`config.mk`:
```
export PLATFORM = sky130hd
export DESIGN_NAME = data_mem_ctrl
export DESIGN_NICKNAME = d
export VERILOG_FILES = /design/src/rtl/spork_mem_pkg.sv /design/src/rtl/mem_addr_gen.sv /design/src/rtl/data_mem_ctrl.sv
export SDC_FILE = /design/constraint.sdc
export NUM_CORES = 1
export LEC_CHECK = 0
export CAP_MARGIN = 20
export CELL_PAD_IN_SITES_DETAIL_PLACEMENT = 1
export CELL_PAD_IN_SITES_GLOBAL_PLACEMENT = 1
export CORE_MARGIN = 3
export CORE_UTILIZATION = 36
export CTS_CLUSTER_DIAMETER = 200
export DETAILED_ROUTE_END_ITERATION = 7
export GPL_TIMING_DRIVEN = 0
export PLACE_DENSITY = 0.88
export SETUP_SLACK_MARGIN = 0.02
export SLEW_MARGIN = 20
export SYNTH_ARGS = -nofsm -noshare
export SYNTH_HDL_FRONTEND = slang
export SYNTH_SLANG_ARGS = --single-unit
```
`constraint.sdc`:
```
create_clock -name clk -period 4.41 [get_ports clk]
set_input_delay 0.882 -clock clk [delete_from_list [all_inputs] [get_ports clk]]
set_output_delay 0.882 -clock clk [all_outputs]
set_load 0.02 [all_outputs]
```
`src/rtl/spork_mem_pkg.sv`:
```
// spork_mem_pkg: shared widths, data types and controller state encoding for the SPORK DataMemory port.
package spork_mem_pkg;

    localparam int ADDR_W = 8;
    localparam int DATA_W = 8;

    typedef logic [ADDR_W-1:0] addr_t;
    typedef logic [DATA_W-1:0] data_t;

    typedef enum logic [2:0] {
        IDLE,
        WR_BEAT,
        RD_ISSUE,
        RD_WAIT,
        RD_HOLD
    } mem_ctrl_state_t;

endpackage

```
`src/rtl/mem_addr_gen.sv`:
```
// mem_addr_gen: burst address/beat counter; latches base and length on load, steps with wrap, flags last beat.
module mem_addr_gen #(
    parameter int ADDR_W = 8,
    parameter int LEN_W  = 4
) (
    input  logic              clk,
    input  logic              rst_n,
    input  logic              load,
    input  logic [ADDR_W-1:0] baseAddr,
    input  logic [LEN_W-1:0]  len,
    input  logic              advance,
    output logic [ADDR_W-1:0] curAddr,
    output logic              lastBeat
);

    logic [LEN_W-1:0] beatCnt;
    logic [LEN_W-1:0] lenReg;

    assign lastBeat = beatCnt == lenReg;

    // Address wraps naturally at 2^ADDR_W through the fixed-width add.
    always_ff @(posedge clk or negedge rst_n) begin
        if (!rst_n) begin
            curAddr <= '0;
            beatCnt <= '0;
            lenReg  <= '0;
        end else if (load) begin
            curAddr <= baseAddr;
            beatCnt <= '0;
            lenReg  <= len;
        end else if (advance) begin
            curAddr <= curAddr + 1'b1;
            beatCnt <= beatCnt + 1'b1;
        end
    end

endmodule

```
`src/rtl/data_mem_ctrl.sv`:
```
// data_mem_ctrl: initiator for DataMemory; sequences single/burst loads and stores from the datapath
// with valid/ready on both request and data streams.
module data_mem_ctrl #(
    parameter int ADDR_W     = 8,
    parameter int DATA_W     = 8,
    parameter int LEN_W      = 4,
    parameter int MEM_RD_LAT = 1
) (
    input  logic              clk,
    input  logic              rst_n,
    input  logic              req_valid,
    output logic              req_ready,
    input  logic              req_write,
    input  logic [ADDR_W-1:0] req_addr,
    input  logic [LEN_W-1:0]  req_len,
    input  logic              wr_valid,
    input  logic [DATA_W-1:0] wr_data,
    output logic              wr_ready,
    output logic              rd_valid,
    output logic [DATA_W-1:0] rd_data,
    input  logic              rd_ready,
    output logic              busy,
    output logic              ReadMem,
    output logic              WriteMem,
    output logic [ADDR_W-1:0] data_addr,
    output logic [DATA_W-1:0] DataIn,
    input  logic [DATA_W-1:0] DataOut
);

    import spork_mem_pkg::*;

    mem_ctrl_state_t state, nextState;
    logic [ADDR_W-1:0] curAddr;
    logic [ADDR_W-1:0] lastAddr;
    logic              lastBeat;
    logic              accept;
    logic              advance;
    logic              capture;

    assign req_ready = state == IDLE;
    assign busy      = state != IDLE;
    assign accept    = req_valid && req_ready;
    assign wr_ready  = state == WR_BEAT && wr_valid;
    assign WriteMem  = wr_ready;
    assign ReadMem   = state == RD_ISSUE;
    assign rd_valid  = state == RD_HOLD;
    assign advance   = WriteMem || (rd_valid && rd_ready);
    assign capture   = (state == RD_ISSUE && MEM_RD_LAT == 0) || state == RD_WAIT;
    // Strobes see the live burst address; between strobes the bus parks on the last one issued.
    assign data_addr = (WriteMem || ReadMem) ? curAddr : lastAddr;
    assign DataIn    = WriteMem ? wr_data : '0;

    mem_addr_gen #(
        .ADDR_W(ADDR_W),
        .LEN_W (LEN_W)
    ) u_addr_gen (
        .clk     (clk),
        .rst_n   (rst_n),
        .load    (accept),
        .baseAddr(req_addr),
        .len     (req_len),
        .advance (advance),
        .curAddr (curAddr),
        .lastBeat(lastBeat)
    );

    always_comb begin
        nextState = state;
        case (state)
            IDLE:     nextState = accept ? (req_write ? WR_BEAT : RD_ISSUE) : IDLE;
            WR_BEAT:  nextState = (wr_valid && lastBeat) ? IDLE : WR_BEAT;
            RD_ISSUE: nextState = (MEM_RD_LAT == 0) ? RD_HOLD : RD_WAIT;
            RD_WAIT:  nextState = RD_HOLD;
            RD_HOLD:  nextState = rd_ready ? (lastBeat ? IDLE : RD_ISSUE) : RD_HOLD;
            default:  nextState = IDLE;
        endcase
    end

    always_ff @(posedge clk or negedge rst_n) begin
        if (!rst_n) begin
            state    <= IDLE;
            rd_data  <= '0;
            lastAddr <= '0;
        end else begin
            state <= nextState;
            if (capture)
                rd_data <= DataOut;
            if (WriteMem || ReadMem)
                lastAddr <= curAddr;
        end
    end

endmodule

```
== Word-level counts from Yosys, hierarchy flattened ==
Index checks and enable logic that the tools add are counted.
Word-level totals
  bits in registers: 35
Cells by class
  add/sub/neg operators: 2
  equality and inequality tests: 5
  multiplexer cells: 12
  reductions and logical operators: 9
Operators by type and width (count)
  two-way mux 8 bit: 4
  one-hot mux 3 bit (5 select lines): 1
  adder 8 x 1 -> 8 bit, second input constant: 1
  two-way mux 4 bit: 2
  equality test 3 x 2 -> 1 bit, second input constant: 2
  two-way mux 2 bit: 3
  adder 4 x 1 -> 4 bit, second input constant: 1
  equality test 4 bit: 1
  logical AND 1 bit: 4
  equality test 3 x 1 -> 1 bit, second input constant: 1
  equality test 3 bit, second input constant: 1
  zero test 3 bit: 1
  two-way mux 3 bit: 1
  nonzero test 3 bit: 1
  logical OR 1 bit: 2
  nonzero test 2 bit: 1
  two-way mux 1 bit: 1

== Logic depth before layout (Yosys ltp) ==
  depth after elaboration: 5
  mapped depth: 6

== Hierarchy ==
Synthesis repeated with hierarchy kept, for this count alone.
Unflattened totals
  cells, all modules: 144
  area total of the unflattened synthesis: 1741.7 um^2
Modules (own cells, without submodules)
  data_mem_ctrl: times used 1, cells an instance 66, area an instance 917.1 um^2
  mem_addr_gen: times used 1, cells an instance 78, area an instance 824.5 um^2

== Worst setup path before layout ==
No wires, ideal clock.
  path kind: input-to-output
  start: input wr_valid
  end: output data_addr[0]
  arrival: 1800 ps
  required time: 3528 ps
  path slack: 1728 ps
  stages: 4
  cells stage by stage: nand2_1 > mux2_2 > nor2_4 > mux2_2
Between the ends
  cells in the longest elaborated chain, start to end: 3
RTL lines
  start, declared: line data_mem_ctrl.sv:16  | input logic wr_valid,
  logical AND 1 bit: line data_mem_ctrl.sv:43  | assign wr_ready = state == WR_BEAT && wr_valid;
  logical OR 1 bit: line data_mem_ctrl.sv:50  | assign data_addr = (WriteMem || ReadMem) ? curAddr : lastAddr;
  two-way mux 8 bit
  end, declared: line data_mem_ctrl.sv:25  | output logic [ADDR_W-1:0] data_addr,
No other way between the ends.

== Worst setup path after layout ==
Same ends and word-level chain as after synthesis.

==> qor.json <==
{
  "logic_synthesis": {
    "synth_edf_count": 0,
    "synth_top_area_cells": "sky130_fd_sc_hd__dfrtp_1, sky130_fd_sc_hd__mux2_2, sky130_fd_sc_hd__xor2_1, sky130_fd_sc_hd__nand2_1, sky130_fd_sc_hd__and2_1",
    "asyncSetResetFlopFracSynth": 1.00,
    "synth_sequential_area_ratio": 0.514,
    "netlist.top_cell.by_area": "sky130_fd_sc_hd__dfrtp_1",
    "synth_flop_cell": "sky130_fd_sc_hd__dfrtp_1",
    "syn_area_sq_um": 1710,
    "ys_types": 30,
    "yosys_warnings": 0,
    "syn_avg_cell_area_sq_um": 11.2,
    "ffs_latches_synth": 35,
    "postSynthNetCount": 188,
    "yosys.area.top_type_share": 0.514,
    "synth_cells": 152
  },
  "sta": {
    "rsz0062_at_grt": "no",
    "postLayoutSetupSlackWorst_ps": 599,
    "actual_transition_at_the_worst_max_transition_pin_ps": 534,
    "timing_max_transition_violations_final": 0,
    "min_period_ps": 3810,
    "max_freq_mhz": 262,
    "report.final.setup_viol": 0,
    "setup-tns-final_ps": 0,
    "finalCritPeriodShare": 0.864,
    "fin_worst_skew_ps": 3.04,
    "final-hold-violation-count": 0,
    "slew_headroom": 0.635
  },
  "clocking": {
    "clockBufferDepth": 2,
    "htreeDepth": 2,
    "cts.sinks": 35,
    "clkSlewWorstSetupHoldPaths_ps": 70,
    "postCtsResizedCells": 0,
    "clock_latency_ps": 290,
    "clk_root_buffer_cell": "sky130_fd_sc_hd__clkbuf_8",
    "cts_post_setup_buffers_inserted": 0,
    "cts_buffers": 5,
    "cts_tree": "yes",
    "post_cts_hold_fix_bufs": 0
  },
  "routing": {
    "vias_per_cell": 5.01,
    "route.antenna.remaining_nets": 0,
    "detailedRoute.firstPassIterationCount": 3,
    "wl_met3_um": 149,
    "wl_per_cell_um": 16.1,
    "wl_met2_mm": 2.37,
    "detail_route.wirelength_mm": 4.43,
    "post-route-drc-count": 0,
    "detail_route.wirelength.met1_mm": 1.86,
    "via_count": 1383,
    "top_layer_used_by_detailed_routing": "met4",
    "drt_first_iter_violations": 64
  },
  "finish": {
    "area_growth_pct": 46.9,
    "finalInstanceArea_sq_um": 2500,
    "fill_cells": 499,
    "finalNetCount": 259,
    "postLayoutCoreUtil": 0.560,
    "insertedDiodeCount": 0,
    "fraction_of_final_layout_cells_sized_beyond_drive_strength_1": 0.170,
    "seq_area_sq_um": 876,
    "multi_input_area_sq_um": 757
  },
  "global_routing": {
    "wire_length_of_the_first_global_routing_pass_mm": 6.98,
    "number_of_antenna_violations_at_the_first_check_in_global_routing": 0,
    "grt_max_degree": 19,
    "globalRouteOverflowTotal": 0,
    "grt.total_usage": 0.166,
    "via_count_of_the_first_global_routing_pass": 1448
  },
  "place": {
    "post-place-ws_ps": 586,
    "dpl_wire_length_mm": 3.29,
    "placed_area_sq_um": 2420,
    "buffer_ports.inserted": 63,
    "place_congestion": 0.765
  },
  "worst_setup_path": {
    "crit_path_top_delay_cell": "sky130_fd_sc_hd__clkdlybuf4s50_1",
    "timing.critical_path.fanout_max": 8,
    "critical_path_arrival_ps": 2930,
    "worstSetupPathDepth": 6,
    "cp_num_buf_inv": 2,
    "cp_cell_sequence": "clkdlybuf4s50_1 > nand2_1 > mux2_2 > nor2_4 > mux2_2 > clkdlybuf4s50_1",
    "cpPeakStageDelay_ps": 550,
    "reg2reg_depth": 5,
    "setup.reg_to_reg.worst_slack_ps": 2700,
    "kind_of_start_point_of_the_critical_path": "input port",
    "critPathRequiredTime_ps": 3530,
    "critical_path.top_delay_family": "buffers and inverters",
    "timing_worst_setup_path_type": "input port to output pin",
    "critical_path.endpoint_type": "output pin"
  },
  "outcome": {
    "result_of_the_run": "finished clean"
  },
  "die": {
    "effective_utilization_at_floorplan": 0.381,
    "i_o_pins": 64,
    "horizontal_die_dimension_um": 74.8,
    "core_area_sq_um": 4470,
    "core.rowCount": 24,
    "floorplan.die.height_um": 74.8,
    "die_area_sq_um": 5600
  },
  "power_and_ir_drop": {
    "ir_worst_vdd_mv": 0.288,
    "power-per-cell-area_nw_per_um2": 726,
    "power.leakage_nw": 1.07
  },
  "job": {
    "max_cap_viol_count": 0
  },
  "hold_path": {
    "min-delay-path-class": "flip-flop to flip-flop",
    "hold_path_depth": 1
  }
}
-- worst paths after layout --
kind,startpoint,end
hold / removal,lastAddr[2]$_DFF_PN0_,lastAddr[2]$_DFF_PN0_
max in group asynchronous,rst_n,lastAddr[7]$_DFF_PN0_
hold reg to reg,lastAddr[2]$_DFF_PN0_,lastAddr[2]$_DFF_PN0_
setup / recovery,wr_valid,data_addr[0]
min in group asynchronous,rst_n,state[1]$_DFF_PN0_
setup reg to reg,state[0]$_DFF_PN0_,lastAddr[7]$_DFF_PN0_
-- area by class of cell --
class,count,share of cell area
tap,52,0.0260
multi-input combinational,106,0.302
timing repair buffer,64,0.261
clock buffer,7,0.0305
sequential,35,0.350
inverter,2,0.00300
buffer,9,0.0260
clock inverter,1,0.00200
-- per-stage QoR --
stage	total power, mW	cells	hold WS, ps
global placement	1.56	267	480
detailed placement	1.60	268	489
floorplan	1.18	152	467
CTS	1.84	276	505
finish	1.82	276	501
global route	1.94	276	513
-- Yosys cell counts, types with 2 or more instances --
| library cell | number |
|---|---|
| sky130_fd_sc_hd__buf_2 | 4 |
| sky130_fd_sc_hd__xor2_1 | 10 |
| sky130_fd_sc_hd__nor2_1 | 7 |
| sky130_fd_sc_hd__a21oi_1 | 2 |
| sky130_fd_sc_hd__nand2_1 | 23 |
| sky130_fd_sc_hd__o211ai_1 | 3 |
| sky130_fd_sc_hd__and2_1 | 10 |
| sky130_fd_sc_hd__mux2_2 | 17 |
| sky130_fd_sc_hd__o21ai_0 | 5 |
| sky130_fd_sc_hd__ha_1 | 2 |
| sky130_fd_sc_hd__inv_1 | 2 |
| sky130_fd_sc_hd__nor2_4 | 2 |
| sky130_fd_sc_hd__xnor2_1 | 4 |
| sky130_fd_sc_hd__o2111ai_1 | 3 |
| sky130_fd_sc_hd__dfrtp_1 | 35 |
| sky130_fd_sc_hd__buf_4 | 3 |
| sky130_fd_sc_hd__o21ai_1 | 6 |
| sky130_fd_sc_hd__buf_6 | 2 |
-- report_power, final --
group          internal (mW)  total [mW]  leakage (nW)  switching [mW]
combinational          0.507        1.02         0.602           0.512
clock                  0.111       0.221        0.0422           0.110
sequential             0.476       0.579         0.430           0.103
total                   1.09        1.82          1.07           0.726
-- placed cells by master (no fill, tap or decap), types with 4 or more instances in the layout --
cell type and count:
sky130_fd_sc_hd__o21ai_0 5, sky130_fd_sc_hd__xnor2_1 4, sky130_fd_sc_hd__nand2_1 23, sky130_fd_sc_hd__nor2_1 7, sky130_fd_sc_hd__and2_1 10, sky130_fd_sc_hd__buf_2 5, sky130_fd_sc_hd__mux2_2 17, sky130_fd_sc_hd__dfrtp_1 35
sky130_fd_sc_hd__clkdlybuf4s50_1 62, sky130_fd_sc_hd__clkbuf_8 5, sky130_fd_sc_hd__xor2_1 10, sky130_fd_sc_hd__o21ai_1 6
-- worst reg2reg max path, delay by kind of cell (launching register included) --
| family | cells | cell delay (ps) |
|---|---|---|
| buffers and inverters | 1 | 210 |
| multiplexers | 2 | 700 |
| AND/OR/NAND/NOR | 2 | 350 |
| flip-flops | 1 | 340 |
-- sequential cells by signal (all words and copies together) (netlist names) --
| register | count |
|---|---|
| state | 3 |
| rd_data | 8 |
| lastAddr | 8 |
| u_addr_gen.lenReg | 4 |
| u_addr_gen.beatCnt | 4 |
| u_addr_gen.curAddr | 8 |
-- cells by family (layout without fill, tap and decap cells) --
group	Yosys count	count (layout)	synth area share
XOR/XNOR	14	14	0.0719
adder cells (fa/ha/maj)	2	2	0.0147
AND/OR/NAND/NOR	50	50	0.158
AO/OA/AOI/OAI	22	22	0.0814
flip-flops	35	35	0.514
multiplexers	18	18	0.118
buffers and inverters	11	83	0.0426
-- per-layer routing --
layer	vias up	track usage
li1	659	-
met1	689	0.195
met2	28	0.298
met3	7	0.0374
met4	0	0.0553
met5	-	0
Power figures use the tool's default switching activity.
